==> src/rtl/alu_seq_pkg.sv <==
`timescale 1ns/1ps
`default_nettype none
// ============================================================================
//  Module   : alu_seq_pkg
//  Brief    : Shared types and constants for the ALU command sequencer:
//             opcode encoding, FSM state encoding, divide-by-zero result.
//  Revision : 1.0 - initial release
// ============================================================================
package alu_seq_pkg;

  // ALU opcode encoding as seen on cmd_op / alu_opcode
  typedef enum logic [2:0] {
    OP_ADDC = 3'd0,
    OP_SUB  = 3'd1,
    OP_MUL  = 3'd2,
    OP_DIV  = 3'd3,
    OP_MOD  = 3'd4,
    OP_AND  = 3'd5,
    OP_OR   = 3'd6,
    OP_ADD  = 3'd7
  } op_e;

  // Sequencer FSM states
  typedef enum logic [1:0] {
    ST_IDLE = 2'd0,
    ST_WAIT = 2'd1,
    ST_RESP = 2'd2
  } state_e;

  // Result returned for a suppressed divide/modulo by zero
  localparam logic [63:0] DIV0_RESULT = 64'hFFFF_FFFF_FFFF_FFFF;

endpackage : alu_seq_pkg
`default_nettype wire

==> src/rtl/alu_cmd_sequencer.sv <==
`timescale 1ns/1ps
`default_nettype none
// ============================================================================
//  Module   : alu_cmd_sequencer
//  Brief    : Initiator for a combinational 32-bit ALU. Accepts one command
//             at a time on a valid/ready stream, holds the ALU inputs for
//             SETTLE_CYC+1 cycles, captures the 64-bit result and returns it
//             with its tag on a valid/ready response stream.
//  Options  : ALU_DIV_ZERO_CHECK_EN - when defined, divide/modulo by zero is
//             answered directly with an all-ones result and rsp_err=1 without
//             touching the ALU inputs.
//  Revision : 1.0 - initial release
// ============================================================================
module alu_cmd_sequencer
  import alu_seq_pkg::*;
#(
  parameter int SETTLE_CYC = 1,
  parameter int TAG_W      = 4
) (
  input  logic             clk,
  input  logic             rst_n,
  // command stream
  input  logic             cmd_valid,
  output logic             cmd_ready,
  input  logic [2:0]       cmd_op,
  input  logic [31:0]      cmd_a,
  input  logic [31:0]      cmd_b,
  input  logic             cmd_cin,
  input  logic [TAG_W-1:0] cmd_tag,
  // ALU side
  output logic [31:0]      alu_a,
  output logic [31:0]      alu_b,
  output logic [2:0]       alu_opcode,
  output logic             alu_cin,
  input  logic [63:0]      alu_out,
  // response stream
  output logic             rsp_valid,
  input  logic             rsp_ready,
  output logic [63:0]      rsp_data,
  output logic [TAG_W-1:0] rsp_tag,
  output logic             rsp_err,
  output logic             busy
);

  localparam logic [3:0] c_SETTLE_INIT = 4'(SETTLE_CYC);

  state_e           state_q;
  logic [3:0]       cnt_q;
  logic [31:0]      alu_a_q;
  logic [31:0]      alu_b_q;
  logic [2:0]       alu_op_q;
  logic             alu_cin_q;
  logic [63:0]      rsp_data_q;
  logic [TAG_W-1:0] rsp_tag_q;
  logic             rsp_err_q;
  logic             rsp_valid_q;

  logic             w_div0;
  logic             w_cin_d;

  // Divide/modulo by zero is only intercepted when the check is built in
`ifdef ALU_DIV_ZERO_CHECK_EN
  assign w_div0 = ((cmd_op == OP_DIV) || (cmd_op == OP_MOD)) && (cmd_b == 32'd0);
`else
  assign w_div0 = 1'b0;
`endif

  // Carry-in only reaches the ALU for the add-with-carry opcode
  assign w_cin_d = (cmd_op == OP_ADDC) ? cmd_cin : 1'b0;

  // Command/response FSM with settle counter and registered ALU/response fields
  always_ff @(posedge clk or negedge rst_n) begin
    if (!rst_n) begin
      state_q     <= ST_IDLE;
      cnt_q       <= 4'd0;
      alu_a_q     <= 32'd0;
      alu_b_q     <= 32'd0;
      alu_op_q    <= 3'd0;
      alu_cin_q   <= 1'b0;
      rsp_data_q  <= 64'd0;
      rsp_tag_q   <= '0;
      rsp_err_q   <= 1'b0;
      rsp_valid_q <= 1'b0;
    end else begin
      case (state_q)
        ST_IDLE: begin
          if (cmd_valid) begin
            rsp_tag_q <= cmd_tag;
            if (w_div0) begin
              // Answered locally; ALU inputs keep their previous values
              rsp_data_q  <= DIV0_RESULT;
              rsp_err_q   <= 1'b1;
              rsp_valid_q <= 1'b1;
              state_q     <= ST_RESP;
            end else begin
              alu_a_q   <= cmd_a;
              alu_b_q   <= cmd_b;
              alu_op_q  <= cmd_op;
              alu_cin_q <= w_cin_d;
              rsp_err_q <= 1'b0;
              cnt_q     <= c_SETTLE_INIT;
              state_q   <= ST_WAIT;
            end
          end
        end
        ST_WAIT: begin
          if (cnt_q == 4'd0) begin
            rsp_data_q  <= alu_out;
            rsp_valid_q <= 1'b1;
            state_q     <= ST_RESP;
          end else begin
            cnt_q <= cnt_q - 4'd1;
          end
        end
        ST_RESP: begin
          if (rsp_ready) begin
            rsp_valid_q <= 1'b0;
            state_q     <= ST_IDLE;
          end
        end
        default: begin
          rsp_valid_q <= 1'b0;
          state_q     <= ST_IDLE;
        end
      endcase
    end
  end

  assign cmd_ready  = (state_q == ST_IDLE);
  assign busy       = (state_q != ST_IDLE);
  assign alu_a      = alu_a_q;
  assign alu_b      = alu_b_q;
  assign alu_opcode = alu_op_q;
  assign alu_cin    = alu_cin_q;
  assign rsp_valid  = rsp_valid_q;
  assign rsp_data   = rsp_data_q;
  assign rsp_tag    = rsp_tag_q;
  assign rsp_err    = rsp_err_q;

endmodule : alu_cmd_sequencer
`default_nettype wire
==> config.mk <==
export PLATFORM = sky130hd
export DESIGN_NAME = alu_cmd_sequencer
export DESIGN_NICKNAME = d
export VERILOG_FILES = /design/src/rtl/alu_seq_pkg.sv /design/src/rtl/alu_cmd_sequencer.sv
export SDC_FILE = /design/constraint.sdc
export NUM_CORES = 1
export LEC_CHECK = 0
export ABC_CLOCK_PERIOD_IN_PS = 2700
export BUFFER_PORTS_ARGS = -buffer_cell sky130_fd_sc_hd__buf_4
export CAP_MARGIN = 5
export CORE_ASPECT_RATIO = 0.7
export CORE_MARGIN = 2
export CORE_UTILIZATION = 44
export CTS_CLUSTER_DIAMETER = 50
export DETAILED_ROUTE_END_ITERATION = 16
export PLACE_DENSITY = 0.78
export SLEW_MARGIN = 10
export SYNTH_ARGS = -nofsm -noshare
export SYNTH_HDL_FRONTEND = slang
export SYNTH_SLANG_ARGS = --single-unit
==> constraint.sdc <==
create_clock -name clk -period 2.7 [get_ports clk]
set_input_delay 0.27 -clock clk [delete_from_list [all_inputs] [get_ports clk]]
set_output_delay 0.27 -clock clk [all_outputs]
set_load 0.02 [all_outputs]
==> impl_results.md <==
* Layout Cells excl Fill at 792
* Leading cell type in the layout, fill and taps excluded: buf_4
* Worst Setup EP: rsp_data[6]
* Setup TNS at 0 ns
* CP peak stage delay at approximately 0.40 ns
* Hold buffer count at CTS at 1
* Max cap viols at 0
* Post-route setup slack at between 0.7 and 0.8 ns
* Synth cell types at 25
* RSZ-0062 raised after global routing: no
* Num Clock Sinks at 143
* Sequential-to-total area share from yosys stat at a little under two thirds
* Initial antenna violation count at 0
* Post-CTS setup buffer count at 0
* Fillers at approximately 860
* Area Growth Syn to Fin at 51.8%
* CP max FO at 52
* CP Launch Type: flip-flop
* Number of diodes at 0
* DR WL/cell at 17.4 um
* Synth Area in Compound Gates at less than 1%
* P_leak at 0.00424 uW
* Tot Pwr at 12100 uW
* Post-synthesis xor/xnor area fraction at 0%
* Peak supply drop at ~0.0007 V
* FF-to-FF path depth at 6
* Die Y-Extent at 98.5 um
* Critical path's top delay family: buffers and inverters
* Dpl hpwl at about 10 mm
* Clock Latency Late Sink at around 0.40 ns
* Final-stage net count at 760
* PD cells at between 1000 and 1500 nW/um^2
* Slowest-stage cell, CP: dfrtp_1
* Clock Skew at between 0.008 and 0.009 ns
* DRC violation count after routing at 0
* DR pass1 iterations at 4
* Share of cells above drive strength 1 at between 70% and 80%
* # setup viols final at 0
* Post-synth top flop: dfrtp_1
* Sequential cell area at ~3600 um^2
* Number of gates resized after cts at 0
* Syn_area_per_cell at roughly 17 um^2
* Root buffer cell: clkbuf_16
* Congestion Overflow GR at 0
* Vias per inst at 4.76
* Core box area at roughly 12000 um^2
* Simple-gate area share of the yosys netlist at about 2.4%
* DP Area at 7860 um^2
* Num ports at 280
* Multi-input logic area at 1900 um^2
* Max Root-Sink Buffers at 2
* GRT Total Usage at 20.4%
* DP Cell Count at 760
* Final wirelength at approximately 14 mm
* Yosys reg bits at about 140
* Port Buffers at 278
* DRT antenna net count at 0
* Reg2reg setup slack at 0.70 ns
* CP Depth at 6
* Cell chain of the critical path: inv_1 -> ha_1 -> nor3b_2 -> nand2_4 -> buf_12 -> mux2_2
* Hold WC Path Type: input port to flip-flop
* Count of final hold-check violations at 0
* Largest family of logic cells by synthesized area: multiplexers
* Status: completed
* Crit Path Class: flip-flop to flip-flop
* Number of global-route vias before repair at between 4000 and 5000
* Minimum clock period at 2.00 ns
* Count of flip-flops with a built-in enable after synthesis at 0
* Synth Net Count at around 470
* First-pass GRT wire length at 21.7 mm
* Mapped Area at between 5000 and 6000 um^2
* Fraction of the mapped netlist area in adder cells at less than 1%
* Horiz. Die Dim at approximately 140 um
* Largest net degree at the start of global routing at 73
* Buffers plus inverters on the worst setup path at 2
* DIE AREA at about 14000 um^2
* Worst path arrival time at about 2.3 ns
* Initial Util at 45.2%
* Initial drt markers at roughly 90
* Fraction of synthesized area in multiplexers at a little under a third
* Final Instance Area at 8520 um^2
* Mapped Cells at around 330
* Slew Limit Fails at 0
* Slew HR at 58.6%
* CTS tree: done
* Kind of end point of the critical path: flip-flop
* Worst-Margin Slew at approximately 0.62 ns
* Vias after detailed routing at between 3000 and 4000
* Row cnt at 34
* Num CTS Buffers at 17
* H-tree depth at 4
* Worst r2r src: cnt_q[1]
* Critical Path RT at around 3 ns
* Worst Setup SP: cnt_q[1]
* Async SR Flop Fraction at 100%
* Period utilization at around three quarters
* GP Congestion at 0.821
* FMAX at 501 MHz
* Place WS at 0.723 ns
* Clock Pin Slew Worst Setup and Hold Paths at approximately 0.060 ns
* Most frequent cells in the layout: buf_4, dfrtp_1, mux2_2
* Reg-to-reg endpoint: rsp_data[6]
* Yosys warnings at 0
-- layout make-up --
| class | instances | area share [%] |
|---|---|---|
| clock buffers | 18 | 5.16 |
| clock inverters | 13 | 2.47 |
| inverters | 5 | 0.220 |
| multi-input cells | 168 | 22.3 |
| flip-flops and latches | 143 | 42.0 |
| well taps | 162 | 2.38 |
| repair buffers | 283 | 25.5 |
-- kinds of logic after synthesis --
kind of cell | after synthesis
flops | 143
mux | 138
simple gates | 23
buf+inv | 21
compound gates | 4
fa+ha+maj | 2
other cells | 1
-- power by group --
part           switching [uW]  internal, uW  total (uW)
Clock                     886          1670        2550
Sequential                665          3260        3930
Combinational            2700          2920        5620
Total                    4250          7850       12100
-- Yosys cell counts, types with 2 or more instances --
| cell | instances | area (um^2) |
|---|---|---|
| dfrtp_1 | 143 | 3580 |
| mux2_2 | 98 | 1100 |
| mux2_4 | 38 | 571 |
| nand2_1 | 7 | 26.3 |
| buf_4 | 6 | 45.0 |
| buf_2 | 5 | 25.0 |
| buf_6 | 5 | 56.3 |
| inv_1 | 5 | 18.8 |
| nand3_1 | 3 | 15.0 |
| nor2_1 | 3 | 11.3 |
| ha_1 | 2 | 25.0 |
| mux2i_1 | 2 | 20.0 |
| nand2b_1 | 2 | 12.5 |
| nor3b_2 | 2 | 25.0 |
-- worst register-to-register path, cell delays in order, from the launching register on --
cell and delay, ns:
dfrtp_1 0.40, inv_1 0.08, ha_1 0.20, nor3b_2 0.18
nand2_4 0.24, buf_12 0.34, mux2_2 0.43
-- state kept, by name, indices dropped and copies added (netlist names) --
signal	flops
rsp_tag	4
cnt_q	4
rsp_data	64
rsp_valid	1
alu_opcode	3
alu_cin	1
alu_a	32
state_q	2
alu_b	32
-- worst min path at each step --
stage / start / end / cells past startpoint
5_1_grt: alu_out[30] / rsp_data[30] / 2
3_3_place_gp: rst_n / alu_a[25] / 1
4_1_cts: alu_out[30] / rsp_data[30] / 2
3_5_place_dp: rst_n / rsp_tag[2] / 1
6_report: alu_out[30] / rsp_data[30] / 2
2_1_floorplan: rst_n / alu_a[0] / 0
-- metal layers --
metal	up-vias	GRT usage, %	share of wire, %
met2	165	35.3	52
met3	18	7.82	9.0
met4	0	7.46	1.7
li1	1737	-	-
met1	1851	23.5	38
met5	-	0	0
-- through the flow --
| stage | hold WS (ns) | utilization (%) |
|---|---|---|
| after CTS | 0.0811 | 68.6 |
| after detailed placement | 0.308 | 63.2 |
| after global routing | 0.0747 | 68.6 |
| final | 0.0992 | 68.6 |
| after global placement | 0.298 | 63.2 |
| after floorplan | -0.0256 | - |
Note: power is estimated with default switching activity, not from simulation.
